<file path="config.mk">
export PLATFORM = sky130hd
export DESIGN_NAME = y_mul_seq
export DESIGN_NICKNAME = d
export VERILOG_FILES = /design/src/rtl/y_mul_seq.sv
export SDC_FILE = /design/constraint.sdc
export NUM_CORES = 1
export LEC_CHECK = 0
export BUFFER_PORTS_ARGS = -buffer_cell sky130_fd_sc_hd__buf_2
export CAP_MARGIN = 20
export CORE_ASPECT_RATIO = 0.6
export CORE_MARGIN = 10
export CORE_UTILIZATION = 55
export DETAILED_ROUTE_END_ITERATION = 8
export MAX_ROUTING_LAYER = met4
export PLACE_DENSITY_LB_ADDON = 0.08
export SKIP_CTS_REPAIR_TIMING = 1
export SLEW_MARGIN = 20
export SYNTH_ARGS = -nofsm -noshare
export SYNTH_HDL_FRONTEND = slang
export SYNTH_SLANG_ARGS = --single-unit
</file>
<file path="constraint.sdc">
create_clock -name clk -period 9.9 [get_ports clk]
set_input_delay 0.99 -clock clk [delete_from_list [all_inputs] [get_ports clk]]
set_output_delay 0.99 -clock clk [all_outputs]
set_load 0.02 [all_outputs]
</file>
<file path="src/rtl/y_mul_seq.sv">
// y_mul_seq: sequential shift-add unsigned multiplier (SIZE x SIZE -> 2*SIZE), optional Y_MUL_EARLY_TERM_EN
module y_mul_seq #(
    parameter int SIZE = 32
) (
    input  logic            clk,
    input  logic            rst_n,
    input  logic            start,
    input  logic [SIZE-1:0] a,
    input  logic [SIZE-1:0] b,
    output logic            busy,
    output logic            done,
    output logic [SIZE-1:0] z,
    output logic [SIZE-1:0] zh
);
    localparam int CW = $clog2(SIZE) + 1;
    typedef enum logic [1:0] {IDLE, RUN, DONE} state_t;
    state_t            state_q, state_d;
    logic [2*SIZE-1:0] mcand_q, mcand_d, acc_q, acc_d, sum;
    logic [SIZE-1:0]   mplier_q, mplier_d, z_q, z_d, zh_q, zh_d;
    logic [CW-1:0]     cnt_q, cnt_d;
    logic              busy_q, busy_d, done_q, done_d, last;
    assign busy = busy_q;
    assign done = done_q;
    assign z    = z_q;
    assign zh   = zh_q;
    // next-state, datapath step and result publication on the final RUN edge
    always_comb begin
        sum      = acc_q + (mplier_q[0] ? mcand_q : '0);
        last     = cnt_q == CW'(SIZE - 1);
`ifdef Y_MUL_EARLY_TERM_EN
        last     = last || ((mplier_q >> 1) == '0);
`endif
        state_d  = state_q;
        mcand_d  = mcand_q;
        mplier_d = mplier_q;
        acc_d    = acc_q;
        cnt_d    = cnt_q;
        z_d      = z_q;
        zh_d     = zh_q;
        case (state_q)
            IDLE: if (start) begin
                mcand_d  = {{SIZE{1'b0}}, a};
                mplier_d = b;
                acc_d    = '0;
                cnt_d    = '0;
                state_d  = RUN;
            end
            RUN: begin
                acc_d    = sum;
                mcand_d  = mcand_q << 1;
                mplier_d = mplier_q >> 1;
                cnt_d    = cnt_q + CW'(1);
                if (last) begin
                    state_d = DONE;
                    z_d     = sum[SIZE-1:0];
                    zh_d    = sum[2*SIZE-1:SIZE];
                end
            end
            default: state_d = IDLE;
        endcase
        busy_d = state_d == RUN;
        done_d = state_d == DONE;
    end
    // single state register: FSM, datapath and registered outputs
    always_ff @(posedge clk) begin
        if (!rst_n) begin
            state_q  <= IDLE;
            mcand_q  <= '0;
            mplier_q <= '0;
            acc_q    <= '0;
            cnt_q    <= '0;
            z_q      <= '0;
            zh_q     <= '0;
            busy_q   <= 1'b0;
            done_q   <= 1'b0;
        end else begin
            state_q  <= state_d;
            mcand_q  <= mcand_d;
            mplier_q <= mplier_d;
            acc_q    <= acc_d;
            cnt_q    <= cnt_d;
            z_q      <= z_d;
            zh_q     <= zh_d;
            busy_q   <= busy_d;
            done_q   <= done_d;
        end
    end
endmodule

</file>
; ---- Word level (Yosys, flattened, before mapping)
; Cells that the tools add are included.
[word_totals]
regBits = 234
inputBits = 67
output_inout_bits = 66
[op_classes]
n_reduce_logical = 4
addsub = 2
mux = 12
eq_ne = 5
[op_table]
columns = operator, n
row1 = case mux 64 bit (2 select lines), 2
row2 = 2-to-1 mux 64 bit, 3
row3 = adder 64 bit, 1
row4 = case mux 32 bit (2 select lines), 1
row5 = 2-to-1 mux 32 bit, 1
row6 = case mux 6 bit (2 select lines), 1
row7 = adder 6 x 1 -> 6 bit (second input constant), 1
row8 = == test 6 x 5 -> 1 bit (second input constant), 1
row9 = 2-to-1 mux 6 bit, 1
row10 = == test 2 x 1 -> 1 bit (second input constant), 2
row11 = 2-to-1 mux 2 bit, 2
row12 = case mux 2 bit (2 select lines), 1
row13 = AND reduction 2 bit, 2
row14 = == test 2 bit (second input constant), 1
row15 = zero test 2 bit, 1
row16 = inequality test 2 bit (second input constant), 1
row17 = nonzero test 2 bit, 1

; ---- Depth between registers and ports, before layout
; Gate-level depths: netlist (run 1).
[logic_depth]
depth_word = 4
ltp_mapped = 15
ltp_nobuf = 13

; ---- Worst setup path before layout (run 1)
; OpenSTA, ideal clock, no wires.
[synth_path]
path_kind = register to register
from = reg mplier_q[0]
to = reg acc_q[58]
arrival_ns = 3.060
setup_time_ns = 0.117
slack_ns = 6.723
n_path_buf = 3
period_less_slack_ns = 3.177
stages_incl_launch_ff = 15
path_cell_list = dfxtp_1 clkbuf_1 clkbuf_1 and2_1 ha_1 buf_6 a21o_1 o21ba_4 o211ai_1 a21oi_2 a211oi_2 o221a_2 o31a_1 or3_1 a32o_1
[synth_via]
elab_chain_cells = 3
[synth_lines]
columns = item, line_no
row1 = "start, declared", 19  ; logic [SIZE-1:0] mplier_q, mplier_d, z_q, z_d, zh_q, zh_d;
row2 = "start signal, assigned", 79  ; mplier_q <= mplier_d;
row3 = 2-to-1 mux 64 bit, 28  ; sum = acc_q + (mplier_q[0] ? mcand_q : '0);
row4 = adder 64 bit, 28
row5 = case mux 64 bit (2 select lines), 40  ; case (state_q)
row6 = "end signal, assigned", 70  ; acc_q <= '0;
row7 = "end signal, assigned", 80  ; acc_q <= acc_d;
row8 = "end, declared", 18  ; logic [2*SIZE-1:0] mcand_q, mcand_d, acc_q, acc_d, sum;
; No other way between the ends.
; A chain may end at the register's enable or synchronous reset.

; ---- Worst setup path in the final report (run 1)
[layout_path]
from = reg mplier_q[0]
to = reg acc_q[61]
; The elaborated chain is that of the path after synthesis.

==> key figures, run 1 <==
Outcome
  – Status: finished clean

Setup path
  – Top cell by count, worst path: o21ai_0
  – CP Max Fanout: 40
  – WS Path Type: reg2reg
  – Crit. End Element: flop
  – Max stage delay on crit path: ~800 ps
  – CP max-delay cell: dfxtp_1
  – CP Buf/Inv Count: 1
  – Critical path required time: around 10,000 ps
  – Crit-path cells: buf_4, and2_1, ha_1, a21oi_1, o21ai_0, a211oi_1, o21ai_0, a211oi_1, o21ai_0, o31ai_2, xor2_1, o21ai_0
  – Worst Setup Start Kind: flop
  – Crit path from: mplier_q[0]
  – Top delay family on crit path: compound AO/OA/AOI/OAI gates
  – Crit Reg-Reg Startpoint: mplier_q[0]
  – Worst path arrival time: between 4000 and 5000 ps

Route
  – Final WL: 36,100 µm
  – Total DRC errors in the routed layout: 0
  – Via-to-Cell Ratio: roughly 6
  – Initial drt markers: 1,030
  – Antenna Nets Post-Route: 0
  – Drt wl/cell: ~19 µm
  – Vias: around 11,000
  – Detailed Routing Iterations Pass 1: 5

STA
  – Maximum clock frequency: approximately 240 MHz
  – Minimum clock period: between 4000 and 5000 ps
  – Final hold vios: 0
  – Hold WS: between 400 and 500 ps
  – RSZ-0062 raised after global routing: false
  – Post-route setup slack: between 5000 and 6000 ps
  – Setup tns final: 0 ps
  – # setup viols final: 0
  – Setup Skew: between 10 and 15 ps
  – Slew margin rel.: 0.348
  – Pins Over Slew Limit: 0
  – Tcrit/Tclk final: 0.419
  – Worst Max-Slew Pin Slew: 978 ps

Die
  – Row count: between 40 and 50
  – I/O pin count: ~130
  – DIE WIDTH: ~210 µm
  – Initial Util: 0.564
  – Die height: about 140 µm
  – Die area: between 20,000 and 30,000 µm²
  – Core area: about 22,000 µm²

Synthesis
  – Primary FF master, synth: dfxtp_1
  – FFs w/ async S/R, synth: 0
  – Warnings, synthesis: 0
  – Count of flip-flops with a built-in enable after synthesis: 0
  – Cell Area, Synth: around 13,000 µm²
  – Yosys reg bits: approximately 230
  – Syn nets: ~1,600
  – Sequential share of the synthesized area: 0.375
  – Gate Count Post-Synth: around 1,500
  – Netlist cell types: just under 70
  – Mean post-synth cell area: approximately 8.4 µm²

Global routing
  – Via count of the first global-routing pass: 10,559
  – Antenna violations before repair: 1
  – Gr usage total: 0.244
  – GR Overflow Total: 0
  – First-pass GRT wire length: ~58,000 µm
  – Largest net degree at the start of global routing: 105

Min path
  – Min-Delay Path Class: reg2reg
  – HP Start: z[12]

Cells and area
  – Area grow syn2layout: 11.9%
  – Final instance area: roughly 14,000 µm²
  – Total Nets Final: between 1,500 and 2,000
  – Final Instance Count excl. Fillers: 1,880
  – Final core utilization: 0.631
  – Share of layout cells above drive strength 1: 0.132
  – Fillcell total: 2,029

Clock tree
  – Htree depth: 1
  – Sink Count: 234
  – Max clock buf depth: 3
  – CTS Buf Count: 23
  – CTS tree: built
  – Root Buffer Master: clkbuf_16
  – Clock Latency Late Sink: 540 ps
  – Reg clk slew, reported paths: around 70 ps

Power and ir drop
  – Worst VDD drop: between 0.1 and 0.15 mV
  – LEAKAGE: 5.83 nW
  – Tot Pwr: roughly 2 mW
  – PD cells: between 100 and 150 nW/µm²

Placed design
  – RePlAce Congestion: 0.950
  – Setup WS pre-CTS: roughly 5700 ps
  – Dpl hpwl: 25,600 µm
  – Cell Area, Placed: between 10,000 and 15,000 µm²
  – Dpl cells: ~1,800
  – Port buffer count: between 100 and 150

Run
  – Max-Cap Viols: 0
[cells by family after synthesis]
logic type	after synthesis	share of synthesized area
compound gates	467	0.270
xor+xnor	53	0.0371
fa+ha+maj	65	0.0656
buf+inv	121	0.0383
flops	234	0.375
mux	3	0.00240
simple gates	551	0.212
[cell usage after synthesis, types with 4 or more instances]
cell,n,share of area
a21boi_0,32,0.019
a21oi_2,4,0.0028
o21bai_1,9,0.0054
buf_1,8,0.0024
clkbuf_1,89,0.027
inv_1,14,0.0042
xor2_1,24,0.017
o21a_1,8,0.0048
and3_1,4,0.0020
xnor2_1,29,0.020
o211ai_1,12,0.0072
and2_1,73,0.037
nand4_1,18,0.0090
nor2b_1,71,0.036
a22oi_1,62,0.037
or3_1,6,0.0030
a21o_1,22,0.013
a32o_1,6,0.0048
o31ai_2,4,0.0040
a22o_1,50,0.035
a211oi_1,6,0.0036
a21oi_1,86,0.034
nor2_1,170,0.051
ha_1,64,0.064
buf_2,6,0.0024
nand2b_1,7,0.0035
o211a_1,4,0.0032
and4_1,4,0.0028
o221ai_1,60,0.042
nor3_1,12,0.0048
or4_1,4,0.0024
nand2_1,143,0.043
dfxtp_1,234,0.37
nand3_1,26,0.010
a31oi_1,8,0.0040
o21ai_0,68,0.027
[path summary, 6_finish.rpt]
check	endpoint	slack, ps	cells past startpoint
setup reg to reg	acc_q[61]	5760	12
hold / removal	z[12]	460	2
hold reg to reg	z[12]	460	2
setup / recovery	acc_q[61]	5760	12
[cell usage in the layout (no fill, tap or decap), types with 23 or more instances in the layout]
master	synthesis	layout
nor2b_1	71	70
and2_1	73	71
nor2_1	170	169
a22o_1	50	50
nand2_1	143	142
xnor2_1	29	29
o221ai_1	60	60
o21ai_0	68	68
ha_1	64	64
a21boi_0	32	32
clkbuf_16	0	23
nand3_1	26	26
a21oi_1	86	86
buf_2	6	131
a22oi_1	62	62
dfxtp_1	234	234
xor2_1	24	24
[cell type report]
class / instances / area [µm²] / share of cell area
Sequential cell: 234 / 4680 / 0.335
Tap cell: 308 / 385 / 0.0275
Timing Repair Buffer: 143 / 746 / 0.0533
Antenna cell: 1 / 2.50 / 0.000179
Inverter: 14 / 52.6 / 0.00376
Clock buffer: 32 / 659 / 0.0471
Multi-Input combinational cell: 1139 / 7360 / 0.526
Clock inverter: 9 / 93.8 / 0.00671
[tightest hold or removal path, stage by stage (launching register included)]
cell	delay, ps
dfxtp_1	300
nand2_1	40
a21boi_0	60
[power breakdown]
| group | internal (mW) | total, mW | switching (mW) |
|---|---|---|---|
| registers | 0.969 | 0.989 | 0.0206 |
| clock network | 0.496 | 0.877 | 0.382 |
| logic | 0.0555 | 0.154 | 0.0988 |
| total | 1.52 | 2.02 | 0.501 |
[metal layers]
metal / GRT usage / part of all wire / up-vias
met1: 0.366 / 0.51 / 5384
li1: - / - / 5525
met2: 0.332 / 0.40 / 366
met5: - / 0 / -
met3: 0.0485 / 0.075 / 31
met4: 0.0365 / 0.010 / 0
[registers in the layout (all words and copies together), names as in the netlist]
signal / cells
acc_q: 64
mplier_q: 32
state_q: 2
zh: 32
mcand_q: 64
done: 1
busy: 1
cnt_q: 6
z: 32
No activity file was read; power rests on OpenSTA's default activity.
==> run 2, diff against run 1 <==
- ABC_AREA: unset -> 1
- clock period: 9.9 -> 4 ns (I/O delays scaled with it)
==> key figures, run 2 <==
STA
  – Maximum clock frequency: roughly 300 MHz
  – RSZ-0062 raised after global routing: false
  – Minimum clock period: 3260 ps
  – # setup viols final: 0
  – Pins Over Slew Limit: 0
  – Post-route setup slack: approximately 740 ps
  – Final hold vios: 0
  – Setup tns final: 0 ps
  – Hold WS: approximately 98 ps
  – Tcrit/Tclk final: 0.814
  – Slew margin rel.: 0.262
  – Worst Max-Slew Pin Slew: between 1000 and 1500 ps
  – Setup Skew: around 18 ps

Setup path
  – Worst path arrival time: 3690 ps
  – Critical path required time: roughly 4400 ps
  – Top cell by count, worst path: nand2_1
  – Crit-path cells: buf_12, nand2_1, inv_1, ha_1, inv_1, fa_1, nor2_2, nand2_1, nand2_2, nand3_1, nand3_1, nand2_1, nand2_1, nand2_1, nand2_1, nand2_1, nand2_1, inv_1
  – Reg2reg end: zh[22]
  – CP Max Fanout: between 50 and 60
  – Max stage delay on crit path: about 430 ps
  – Crit. End Element: flop
  – CP endpoint: zh[22]
  – CP max-delay cell: dfxtp_2
  – Worst Setup Start Kind: flop
  – WS Path Type: reg2reg
  – Reg2reg setup slack: around 740 ps
  – Crit Reg-Reg Startpoint: mplier_q[0]
  – R2R depth: 18
  – Crit path from: mplier_q[0]

Global routing
  – Largest net degree at the start of global routing: just over 80
  – Via count of the first global-routing pass: roughly 14,000
  – First-pass GRT wire length: between 80,000 and 90,000 µm
  – Antenna violations before repair: 2
  – GR Overflow Total: 0
  – Gr usage total: 0.312

Synthesis
  – Area contributors post-synth: dfxtp_1 31%, nand2_1 23%, inv_1 9.6%
  – Top cells by count, synth: 904 x nand2_1, 385 x inv_1, 234 x dfxtp_1
  – Warnings, synthesis: 0
  – Count of flip-flops with a built-in enable after synthesis: 0
  – Gate Count Post-Synth: between 2,000 and 2,500
  – Most common cell in the netlist: nand2_1
  – FFs w/ async S/R, synth: 0
  – Netlist cell types: 44
  – Top-area cell type share of the netlist area: 0.312
  – Mean post-synth cell area: approximately 6.0 µm²
  – Sequential share of the synthesized area: 0.312
  – Yosys reg bits: between 200 and 250
  – Largest area contributor in the netlist: dfxtp_1
  – Cell Area, Synth: 15,000 µm²
  – Syn nets: about 2,600
  – Primary FF master, synth: dfxtp_1

Run
  – Max-Cap Viols: 0

Clock tree
  – Htree depth: 1
  – Root Buffer Master: clkbuf_16
  – CTS Buf Count: 22
  – CTS tree: built
  – Max clock buf depth: 3
  – Reg clk slew, reported paths: about 70 ps
  – Sink Count: between 200 and 250
  – Clock Latency Late Sink: around 540 ps

Power and ir drop
  – LEAKAGE: 8.95 nW
  – Worst VDD drop: between 0.2 and 0.3 mV
  – Switching share of power: 0.269
  – Net switching power figure: 1.35 mW
  – Comb pwr share: 0.092
  – Clock power share: 0.416
  – Tot Pwr: 5.02 mW
  – PD cells: ~300 nW/µm²
  – Int Power: between 3 and 4 mW
  – Flop pwr share: 0.493

Route
  – Via-to-Cell Ratio: 5.44
  – Antenna Nets Post-Route: 0
  – Initial drt markers: between 2,000 and 2,500
  – Drt wl/cell: approximately 18 µm
  – Total DRC errors in the routed layout: 0
  – Vias: 15,997
  – Detailed Routing Iterations Pass 1: 8
  – Final WL: 53,900 µm

Cells and area
  – Total Nets Final: about 2,700
  – Commonest cells after routing, fill and taps aside: 904 x nand2_1, 385 x inv_1, 233 x dfxtp_1
  – Fillcell total: between 2,000 and 3,000
  – Most common cell after layout, fill and taps aside: nand2_1
  – Final Instance Count excl. Fillers: between 2,000 and 3,000
  – Final core utilization: 0.622
  – Share of layout cells above drive strength 1: 0.113
  – Biggest regs: acc_q x64, mcand_q x64
  – Area grow syn2layout: 10.4%
  – Final instance area: between 15,000 and 20,000 µm²

Die
  – Die height: about 150 µm
  – Row count: between 40 and 50
  – Core area: about 27,000 µm²
  – Initial Util: 0.563
  – DIE WIDTH: 233 µm
  – I/O pin count: 133
  – Die area: between 30,000 and 40,000 µm²

Placed design
  – Port buffer count: 132
  – Dpl hpwl: a little over 40,000 µm
  – Cell Area, Placed: ~16,000 µm²
  – Setup WS pre-CTS: 856 ps
  – Dpl cells: a little under 3,000
  – RePlAce Congestion: 1.04

Min path
  – WHS Path Cells: 3
  – Min-Delay Path Class: in2reg

Outcome
  – Status: finished clean
==> run 2: how the worst min path moves through the flow <==
| stage | startpoint | endpoint |
|---|---|---|
| floorplan | mplier_q[31] | mplier_q[31] |
| global placement | z[26] | z[26] |
| detailed placement | z[11] | z[11] |
| CTS | b[30] | mplier_q[30] |
| global route | b[30] | mplier_q[30] |
| finish | b[30] | mplier_q[30] |
==> run 2: power groups by stage <==
stage / combinational (mW) / sequential [mW] / clock [mW]
after global placement: 0.435 / 2.51 / 0
after global routing: 0.505 / 2.47 / 2.17
after floorplan: 0.312 / 2.49 / 0
after CTS: 0.450 / 2.47 / 2.08
after detailed placement: 0.446 / 2.52 / 0
final: 0.461 / 2.47 / 2.08
==> run 2: cell families after synthesis <==
family | after synthesis | share of synthesized area
AO/OA/AOI/OAI | 309 | 0.116
XOR/XNOR | 21 | 0.0138
adder cells (fa/ha/maj) | 65 | 0.0547
buffers and inverters | 492 | 0.127
flip-flops | 234 | 0.312
AND/OR/NAND/NOR | 1360 | 0.377
==> run 2: metal layers <==
metal	GRT usage	part of all wire
met1	0.468	0.48
met2	0.397	0.37
met3	0.0990	0.14
met4	0.0417	0.011
met5	-	0
==> run 2: area by class of cell <==
class | instances | area, µm² | share of cell area
repair buffers | 146 | 778 | 0.0470
clock inverters | 9 | 85.1 | 0.00514
multi-input cells | 1755 | 8430 | 0.509
inverters | 407 | 1530 | 0.0926
well taps | 360 | 450 | 0.0272
clock buffers | 26 | 596 | 0.0360
diodes | 2 | 5.00 | 0.000302
flip-flops and latches | 234 | 4690 | 0.283
==> run 2: worst max-delay path, delay by kind of cell, from the launching register on <==
kind | cells | cell delay (ps)
adder cells (fa/ha/maj) | 2 | 630
buffers and inverters | 4 | 480
flip-flops | 1 | 430
AND/OR/NAND/NOR | 12 | 1580
==> run 3, diff against run 2 <==
- clock period: 4 -> 3.3 ns (I/O delays scaled with it)
==> key figures, run 3 (synthesis results as in run 2) <==
STA
  – Worst Max-Slew Pin Slew: around 950 ps
  – Setup tns final: 0 ps
  – Minimum clock period: 3090 ps
  – Pins Over Slew Limit: 0
  – Slew margin rel.: 0.365
  – Final hold vios: 0
  – Setup Skew: between 20 and 25 ps
  – Tcrit/Tclk final: 0.936
  – # setup viols final: 0
  – Post-route setup slack: approximately 210 ps
  – RSZ-0062 raised after global routing: false
  – Maximum clock frequency: about 320 MHz

Global routing
  – Largest net degree at the start of global routing: 90
  – GR Overflow Total: 0
  – Antenna violations before repair: 4
  – Gr usage total: 0.309
  – First-pass GRT wire length: 81,400 µm
  – Via count of the first global-routing pass: 14,333

Clock tree
  – Root Buffer Master: clkbuf_16
  – CTS Buf Count: 23
  – Reg clk slew, reported paths: about 70 ps
  – Clock Latency Late Sink: 560 ps
  – Htree depth: 1
  – Sink Count: between 200 and 250
  – CTS tree: built
  – Max clock buf depth: 3

Min path
  – HP Start: b[30]
  – WHS Path Cells: 3
  – Min-Delay Path Class: in2reg
  – Hold worst-path end: mplier_q[30]

Setup path
  – Crit Reg-Reg Startpoint: mplier_q[0]
  – Critical path required time: 3790 ps
  – Reg2reg end: acc_q[44]
  – Worst path arrival time: roughly 3600 ps
  – Crit. End Element: flop
  – Worst Setup Start Kind: flop
  – Reg2reg setup slack: about 210 ps
  – CP Max Fanout: 42
  – R2R depth: 16
  – WS Path Type: reg2reg

Cells and area
  – Most common cell after layout, fill and taps aside: nand2_1
  – Area grow syn2layout: 11.8%
  – Final core utilization: 0.630
  – Commonest cells after routing, fill and taps aside: 904 x nand2_1, 385 x inv_1, 233 x dfxtp_1
  – Biggest regs: acc_q x64, mcand_q x64
  – Total Nets Final: about 2,700
  – Share of layout cells above drive strength 1: 0.117

Placed design
  – Port buffer count: 132
  – Setup WS pre-CTS: between 300 and 400 ps
  – RePlAce Congestion: around 0.99
  – Dpl hpwl: between 40,000 and 50,000 µm

Route
  – Via-to-Cell Ratio: around 5.4
  – Detailed Routing Iterations Pass 1: 6
  – Initial drt markers: roughly 1,700
  – Final WL: approximately 54,000 µm
  – Total DRC errors in the routed layout: 0
  – Drt wl/cell: about 18 µm
  – Vias: between 15,000 and 20,000
  – Antenna Nets Post-Route: 0

Die
  – Initial Util: 0.563
  – I/O pin count: ~130
  – Core area: 26,600 µm²
  – Row count: 46
  – DIE WIDTH: between 200 and 250 µm
  – Die area: approximately 35,000 µm²
  – Die height: between 100 and 150 µm

Power and ir drop
  – PD cells: approximately 390 nW/µm²
  – Tot Pwr: approximately 6.5 mW
  – Worst VDD drop: between 0.4 and 0.5 mV
  – LEAKAGE: 9.06 nW

Run
  – Max-Cap Viols: 0

Outcome
  – Status: finished clean
## run 3: final cells by class
cell class / count / area [µm²]
clock buffer: 29 / 628
sequential: 234 / 4690
fill: 2573 / 9870
timing repair buffer: 154 / 851
tap: 360 / 450
multi-input combinational: 1755 / 8430
clock inverter: 12 / 189
antenna: 4 / 10.0
inverter: 407 / 1530
## run 3: worst max-delay path by stage
stage | startpoint | to | slack, ps | cells after the start
global route | mplier_q[0] | zh[28] | 60 | 19
detailed placement | mplier_q[0] | acc_q[44] | 320 | 16
global placement | mplier_q[0] | zh[28] | 420 | 19
finish | mplier_q[0] | acc_q[44] | 210 | 16
floorplan | mplier_q[0] | zh[28] | 650 | 20
CTS | mplier_q[0] | acc_q[44] | 320 | 16
## run 3: where the power goes
group / switching [mW] / internal, mW
logic: 0.396 / 0.167
clock network: 1.27 / 1.68
registers: 0.0751 / 2.91
## run 3: stage by stage
step / std cells / area [µm²] / hold WS [ps]
floorplan: 2481 / 15000 / 440
global placement: 2910 / 16000 / 448
detailed placement: 2910 / 16000 / 453
CTS: 2951 / 16800 / 18.2
global route: 2955 / 16800 / 25.0
finish: 2955 / 16800 / 27.0
## run 3: worst max-delay path, stage by stage (launching register included)
cell     delay [ps]
dfxtp_2         350
buf_12          220
nand2_1          70
inv_1            60
ha_1            210
inv_1            70
fa_1            420
nor2_2          240
or2_1           190
nand3_1          80
nand2_1         240
nand2_1          90
nand2_1         220
nand2_1         130
nand3_1         130
nand3_1         110
a21oi_1         160
## run 3: per-layer routing
metal  part of all wire  vias up  track usage  wire length (µm)
met5                  0        -            -                 0
met4              0.012        0       0.0407               618
met3               0.13       44       0.0948              7040
met2               0.37      750        0.389             19800
met1               0.49     7348        0.469             26100
li1                   -     7859            -                 -
